## src/rtl/apb3_master_if.sv

```systemverilog
// Command/response port and APB3 bus signals of the APB requester.
// master: the requester side; slave: the command source and APB completer side.
interface apb3_master_if #(
    parameter int N_BIT_DATA    = 32,
    parameter int N_BIT_ADDRESS = 4
);
    logic                     cmd_valid;
    logic                     cmd_ready;
    logic                     cmd_write;
    logic [N_BIT_ADDRESS-1:0] cmd_addr;
    logic [N_BIT_DATA-1:0]    cmd_wdata;

    logic                     rsp_valid;
    logic [N_BIT_DATA-1:0]    rsp_rdata;
    logic                     rsp_err;
    logic                     rsp_timeout;

    logic                     PSEL;
    logic                     PENABLE;
    logic                     PWRITE;
    logic [N_BIT_ADDRESS-1:0] PADDR;
    logic [N_BIT_DATA-1:0]    PWDATA;
    logic [N_BIT_DATA-1:0]    PRDATA;
    logic                     PREADY;
    logic                     PSLVERR;

    modport master (
        input  cmd_valid, cmd_write, cmd_addr, cmd_wdata,
        input  PRDATA, PREADY, PSLVERR,
        output cmd_ready,
        output rsp_valid, rsp_rdata, rsp_err, rsp_timeout,
        output PSEL, PENABLE, PWRITE, PADDR, PWDATA
    );

    modport slave (
        output cmd_valid, cmd_write, cmd_addr, cmd_wdata,
        output PRDATA, PREADY, PSLVERR,
        input  cmd_ready,
        input  rsp_valid, rsp_rdata, rsp_err, rsp_timeout,
        input  PSEL, PENABLE, PWRITE, PADDR, PWDATA
    );
endinterface

```

## src/rtl/apb3_master.sv

```systemverilog
// AMBA 3 APB requester: runs one command at a time as SETUP + ACCESS,
// honours PREADY wait states and aborts stalled transfers after a timeout.
module apb3_master #(
    parameter int N_BIT_DATA     = 32,
    parameter int N_BIT_ADDRESS  = 4,
    parameter int TIMEOUT_CYCLES = 16,
    parameter int N_BIT_TIMEOUT  = 8
) (
    input  logic          PCLK,
    input  logic          PRESET,
    apb3_master_if.master apb
);
    typedef enum logic [1:0] {
        S_IDLE   = 2'd0,
        S_SETUP  = 2'd1,
        S_ACCESS = 2'd2
    } state_t;

    localparam bit LP_TO_EN = (TIMEOUT_CYCLES != 0);
    localparam logic [N_BIT_TIMEOUT-1:0] LP_TO_LAST =
        (TIMEOUT_CYCLES == 0) ? '0 : N_BIT_TIMEOUT'(TIMEOUT_CYCLES - 1);

    state_t                   r_state;
    logic [N_BIT_TIMEOUT-1:0] r_wait_cnt;
    logic                     r_psel;
    logic                     r_penable;
    logic                     r_pwrite;
    logic [N_BIT_ADDRESS-1:0] r_paddr;
    logic [N_BIT_DATA-1:0]    r_pwdata;
    logic                     r_rsp_valid;
    logic [N_BIT_DATA-1:0]    r_rsp_rdata;
    logic                     r_rsp_err;
    logic                     r_rsp_timeout;
    logic                     w_cmd_ready;

    assign w_cmd_ready = (r_state == S_IDLE) && !PRESET;

    always_ff @(posedge PCLK) begin
        if (PRESET) begin
            r_state       <= S_IDLE;
            r_wait_cnt    <= '0;
            r_psel        <= 1'b0;
            r_penable     <= 1'b0;
            r_pwrite      <= 1'b0;
            r_paddr       <= '0;
            r_pwdata      <= '0;
            r_rsp_valid   <= 1'b0;
            r_rsp_rdata   <= '0;
            r_rsp_err     <= 1'b0;
            r_rsp_timeout <= 1'b0;
        end else begin
            r_rsp_valid <= 1'b0;
            case (r_state)
                S_IDLE: begin
                    if (apb.cmd_valid && w_cmd_ready) begin
                        r_paddr    <= apb.cmd_addr;
                        r_pwrite   <= apb.cmd_write;
                        r_pwdata   <= apb.cmd_write ? apb.cmd_wdata : '0;
                        r_wait_cnt <= '0;
                        r_psel     <= 1'b1;
                        r_state    <= S_SETUP;
                    end
                end
                S_SETUP: begin
                    r_penable <= 1'b1;
                    r_state   <= S_ACCESS;
                end
                S_ACCESS: begin
                    // Completion takes priority over a timeout on the same edge.
                    if (apb.PREADY) begin
                        r_psel        <= 1'b0;
                        r_penable     <= 1'b0;
                        r_state       <= S_IDLE;
                        r_rsp_valid   <= 1'b1;
                        r_rsp_err     <= apb.PSLVERR;
                        r_rsp_timeout <= 1'b0;
                        r_rsp_rdata   <= r_pwrite ? '0 : apb.PRDATA;
                    end else if (LP_TO_EN && (r_wait_cnt == LP_TO_LAST)) begin
                        r_psel        <= 1'b0;
                        r_penable     <= 1'b0;
                        r_state       <= S_IDLE;
                        r_rsp_valid   <= 1'b1;
                        r_rsp_err     <= 1'b1;
                        r_rsp_timeout <= 1'b1;
                        r_rsp_rdata   <= '0;
                    end else begin
                        r_wait_cnt <= r_wait_cnt + 1'b1;
                    end
                end
                default: begin
                    r_psel    <= 1'b0;
                    r_penable <= 1'b0;
                    r_state   <= S_IDLE;
                end
            endcase
        end
    end

    assign apb.cmd_ready   = w_cmd_ready;
    assign apb.rsp_valid   = r_rsp_valid;
    assign apb.rsp_rdata   = r_rsp_rdata;
    assign apb.rsp_err     = r_rsp_err;
    assign apb.rsp_timeout = r_rsp_timeout;
    assign apb.PSEL        = r_psel;
    assign apb.PENABLE     = r_penable;
    assign apb.PWRITE      = r_pwrite;
    assign apb.PADDR       = r_paddr;
    assign apb.PWDATA      = r_pwdata;
endmodule

```

## src/flat_wrapper.sv

```systemverilog
// flat-port wrapper written by rule: the top's interface ports become plain ports
module apb3_master_flat 
#(
    parameter int N_BIT_DATA     = 32,
    parameter int N_BIT_ADDRESS  = 4,
    parameter int TIMEOUT_CYCLES = 16,
    parameter int N_BIT_TIMEOUT  = 8
)
  (PCLK, PRESET, apb_cmd_valid, apb_cmd_write, apb_cmd_addr, apb_cmd_wdata, apb_PRDATA, apb_PREADY, apb_PSLVERR, apb_cmd_ready, apb_rsp_valid, apb_rsp_rdata, apb_rsp_err, apb_rsp_timeout, apb_PSEL, apb_PENABLE, apb_PWRITE, apb_PADDR, apb_PWDATA);
  apb3_master_if #(.N_BIT_DATA(N_BIT_DATA), .N_BIT_ADDRESS(N_BIT_ADDRESS)) apb_i ();
  input  logic PCLK;
  input  logic PRESET;
  input wire logic [$bits(apb_i.cmd_valid)-1:0] apb_cmd_valid;
  input wire logic [$bits(apb_i.cmd_write)-1:0] apb_cmd_write;
  input wire logic [$bits(apb_i.cmd_addr)-1:0] apb_cmd_addr;
  input wire logic [$bits(apb_i.cmd_wdata)-1:0] apb_cmd_wdata;
  input wire logic [$bits(apb_i.PRDATA)-1:0] apb_PRDATA;
  input wire logic [$bits(apb_i.PREADY)-1:0] apb_PREADY;
  input wire logic [$bits(apb_i.PSLVERR)-1:0] apb_PSLVERR;
  output wire logic [$bits(apb_i.cmd_ready)-1:0] apb_cmd_ready;
  output wire logic [$bits(apb_i.rsp_valid)-1:0] apb_rsp_valid;
  output wire logic [$bits(apb_i.rsp_rdata)-1:0] apb_rsp_rdata;
  output wire logic [$bits(apb_i.rsp_err)-1:0] apb_rsp_err;
  output wire logic [$bits(apb_i.rsp_timeout)-1:0] apb_rsp_timeout;
  output wire logic [$bits(apb_i.PSEL)-1:0] apb_PSEL;
  output wire logic [$bits(apb_i.PENABLE)-1:0] apb_PENABLE;
  output wire logic [$bits(apb_i.PWRITE)-1:0] apb_PWRITE;
  output wire logic [$bits(apb_i.PADDR)-1:0] apb_PADDR;
  output wire logic [$bits(apb_i.PWDATA)-1:0] apb_PWDATA;
  assign apb_i.cmd_valid = apb_cmd_valid;
  assign apb_i.cmd_write = apb_cmd_write;
  assign apb_i.cmd_addr = apb_cmd_addr;
  assign apb_i.cmd_wdata = apb_cmd_wdata;
  assign apb_i.PRDATA = apb_PRDATA;
  assign apb_i.PREADY = apb_PREADY;
  assign apb_i.PSLVERR = apb_PSLVERR;
  assign apb_cmd_ready = apb_i.cmd_ready;
  assign apb_rsp_valid = apb_i.rsp_valid;
  assign apb_rsp_rdata = apb_i.rsp_rdata;
  assign apb_rsp_err = apb_i.rsp_err;
  assign apb_rsp_timeout = apb_i.rsp_timeout;
  assign apb_PSEL = apb_i.PSEL;
  assign apb_PENABLE = apb_i.PENABLE;
  assign apb_PWRITE = apb_i.PWRITE;
  assign apb_PADDR = apb_i.PADDR;
  assign apb_PWDATA = apb_i.PWDATA;
  apb3_master #(.N_BIT_DATA(N_BIT_DATA), .N_BIT_ADDRESS(N_BIT_ADDRESS), .TIMEOUT_CYCLES(TIMEOUT_CYCLES), .N_BIT_TIMEOUT(N_BIT_TIMEOUT)) u_core (.PCLK(PCLK), .PRESET(PRESET), .apb(apb_i));
endmodule
```

## config.mk

```make
export PLATFORM = sky130hd
export DESIGN_NAME = apb3_master_flat
export DESIGN_NICKNAME = d
export VERILOG_FILES = /design/src/rtl/apb3_master_if.sv /design/src/rtl/apb3_master.sv /design/src/flat_wrapper.sv
export SDC_FILE = /design/constraint.sdc
export NUM_CORES = 1
export LEC_CHECK = 0
export BUFFER_PORTS_ARGS = -buffer_cell sky130_fd_sc_hd__buf_2
export CAP_MARGIN = 10
export CORE_MARGIN = 8
export CORE_UTILIZATION = 40
export CTS_CLUSTER_SIZE = 40
export DETAILED_ROUTE_END_ITERATION = 10
export PLACE_DENSITY = 0.71
export SLEW_MARGIN = 20
export SYNTH_ARGS = -nofsm -noshare
export SYNTH_HDL_FRONTEND = slang
export SYNTH_SLANG_ARGS = --single-unit
```

## constraint.sdc

```tcl
create_clock -name PCLK -period 2 [get_ports PCLK]
set_clock_uncertainty 0.2 [all_clocks]
set_input_delay 0.4 -clock PCLK [delete_from_list [all_inputs] [get_ports PCLK]]
set_output_delay 0.4 -clock PCLK [all_outputs]
set_load 0.02 [all_outputs]
```

==> out/results.txt <==
Die H -> 103 um
Yosys cell types -> 35
Met3 Routed Length -> 1160 um
fin cells -> 570
via count -> 2829
Mapped Area -> 3030 um2
CTS Hold Buffers Added -> 0
CTS tree -> built
number of buffers created by CTS -> 9
Clock Tree Root -> clkbuf_8
Die Footprint -> 10600 um2
FF+latch count, synth -> 84
fin crit share -> 95.2%
initial antenna violation count -> 0
Final GP Congestion -> 0.748
largest net degree at the start of global routing -> 46
worst-path fanout max -> 16
final design utilization -> 56.3%
Setup-failing EPs final -> 0
setup slack after layout -> 0.0953 ns
status -> completed
Worst Setup Path Type -> reg -> reg
Antenna diodes -> 0
vias in the first global route -> 2799
H-tree depth -> 3
DRT iter0 DRCs -> 99
Top Metal Used -> met4
Ys Warns -> 0
Final ANT Viol Nets -> 0
clock tree sinks -> 84
first-pass GRT wire length -> 13100 um
RSZ-0062 raised after global routing -> true
Slew Limit Fails -> 0
Vias per Instance -> 4.96
Net count, final -> 541
CP required -> 2.03 ns
DP Worst Slack -> 0.0318 ns
worst slew pin tran -> 0.544 ns
remaining global-route overflow -> 0
final hold violation count -> 0
final wirelength -> 8370 um
synthesized area per cell -> 9.49 um2
P&R area growth vs syn -> 35.7%
post-synthesis sequential area ratio -> 55.6%
dpl hpwl -> 6040 um
total global-route track usage -> 15.3%
max cap viols -> 0
cell area power density -> 804 nW/um2
DR WL met2 -> 3330 um
Top-Level Pins -> 149
Power, Total -> 3.30 mW
Peak supply drop -> 0.326 mV
Initial Utilization -> 41.5%
Remaining DRCs -> 0
startpoint types -> flip-flop
Die Wd -> 103 um
Post-CTS Setup Bufs -> 0
IO Port Bufs -> 148
worst skew pair latency -> 0.34 ns
Core Region -> 7290 um2
Worst EP arrival -> 1.93 ns
max_slew headroom -> 63.7%
First-pass DRT Iterations -> 4
Post-Place Cells -> 553
share of layout cells above drive strength 1 -> 39.5%
Post-Synthesis Cells -> 319
num rows -> 31
minimum clock period -> 1.90 ns
max frequency -> 525 MHz
Hold/Removal Path Class -> in -> reg
CP Capture Type -> flip-flop
Wirelength per Cell -> 14.7 um
Synthesized Nets -> 394
leakage power -> 1.89 nW
clock buffer depth -> 2
met1 wire length -> 3820 um
clk slew on worst S/H paths -> 0.09 ns
-- cells by family (layout without fill, tap and decap cells) --
family	after synthesis	in the layout	synth area share, %
AOI/OAI and AO/OA	90	91	21.1
adders and majority gates	1	1	0.413
buffers and inverters	29	180	4.71
DFF	84	84	55.6
and+or+nand+nor	115	115	18.2
-- report_power, final --
part | internal (mW) | switching, mW | total [mW]
clock network | 0.614 | 0.589 | 1.20
logic | 0.139 | 0.214 | 0.353
registers | 1.72 | 0.0268 | 1.74
total | 2.47 | 0.830 | 3.30
-- sequential cells by signal (all words and copies together) (netlist names) --
signal	count
u_core.apb.PADDR	4
u_core.apb.PENABLE	1
u_core.apb.PSEL	1
u_core.apb.PWDATA	32
u_core.apb.PWRITE	1
u_core.apb.rsp_err	1
u_core.apb.rsp_rdata	32
u_core.apb.rsp_timeout	1
u_core.apb.rsp_valid	1
u_core.r_state	2
u_core.r_wait_cnt	8
-- cell usage after synthesis --
| cell type | count | area share [%] |
|---|---|---|
| or3_1 | 1 | 0.21 |
| nand4_1 | 2 | 0.41 |
| a211oi_1 | 1 | 0.25 |
| o21ai_4 | 1 | 0.54 |
| inv_1 | 3 | 0.37 |
| nand3_1 | 44 | 7.3 |
| clkbuf_1 | 15 | 1.9 |
| nand2b_1 | 3 | 0.62 |
| o31ai_1 | 1 | 0.25 |
| o21bai_4 | 1 | 0.62 |
| o21a_1 | 2 | 0.50 |
| o31a_1 | 1 | 0.29 |
| buf_4 | 1 | 0.25 |
| buf_2 | 6 | 0.99 |
| a22o_1 | 32 | 9.3 |
| o32a_1 | 1 | 0.33 |
| ha_1 | 1 | 0.41 |
| a311oi_1 | 3 | 0.87 |
| nor3b_2 | 1 | 0.41 |
| nor3_1 | 3 | 0.50 |
| inv_2 | 1 | 0.12 |
| nor2_1 | 6 | 0.74 |
| o21ai_0 | 1 | 0.17 |
| and2b_1 | 1 | 0.25 |
| a31oi_1 | 2 | 0.41 |
| nand2_1 | 47 | 5.8 |
| a21oi_4 | 1 | 0.54 |
| buf_6 | 3 | 1.1 |
| dfxtp_1 | 84 | 56 |
| and3_1 | 2 | 0.41 |
| or4_4 | 1 | 0.37 |
| and2_1 | 1 | 0.21 |
| a21oi_1 | 43 | 7.1 |
| nor3_2 | 2 | 0.66 |
| or3b_2 | 1 | 0.29 |
-- cell type report --
cell class	count	area, um2
sequential	84	1680
fill	692	3180
multi-input combinational	207	1230
clock inverter	5	58.8
timing repair buffer	160	856
inverter	4	15.0
tap	99	124
clock buffer	11	141
-- through the flow --
stage | TNS, ns | hold WS [ns] | area (um2)
5_1_grt | -0.0507 | 0.0302 | 4110
3_3_place_gp | 0 | 0.235 | 3880
2_1_floorplan | 0 | 0.256 | 3030
6_report | 0 | 0.0384 | 4110
3_5_place_dp | 0 | 0.240 | 3880
4_1_cts | 0 | 0.0165 | 4090
-- layout by cell type (no fill, tap or decap), drive strengths merged, types with 5 or more instances in the layout --
cell type and count:
nand2 47, clkbuf 11, nor2 6, nor3 5, inv 5, nand3 44, a22o 32, buf 160
dfxtp 84, a21oi 45
-- path summary, 6_finish.rpt --
| kind | from | endpoint | slack, ns | cells after the start |
|---|---|---|---|---|
| setup / recovery | u_core.r_wait_cnt[6] | u_core.apb.rsp_rdata[23] | 0.1 | 4 |
| hold / removal | apb_cmd_addr[0] | u_core.apb.PADDR[0] | 0.04 | 3 |
| setup reg to reg | u_core.r_wait_cnt[6] | u_core.apb.rsp_rdata[23] | 0.1 | 4 |
| hold reg to reg | u_core.apb.PWDATA[13] | u_core.apb.PWDATA[13] | 0.25 | 2 |
-- critical path, stage by stage (launching register included) --
cell	delay [ns]
dfxtp_1	0.36
or4_4	0.56
o21bai_4	0.23
a21oi_4	0.17
a22o_1	0.27
-- layer usage --
metal	track usage, %	vias to the layer above
met3	7.49	5
met4	5.56	0
met2	22.3	128
met1	18.9	1266
li1	-	1430
met5	0	-
-- what timing repair did --
item                                    CTS  global route
gates cloned                              0             1
gates resized for setup                   0             2
endpoints found under the setup margin    3            35
pin swaps                                 1             1
No activity file was read; power rests on OpenSTA's default activity.
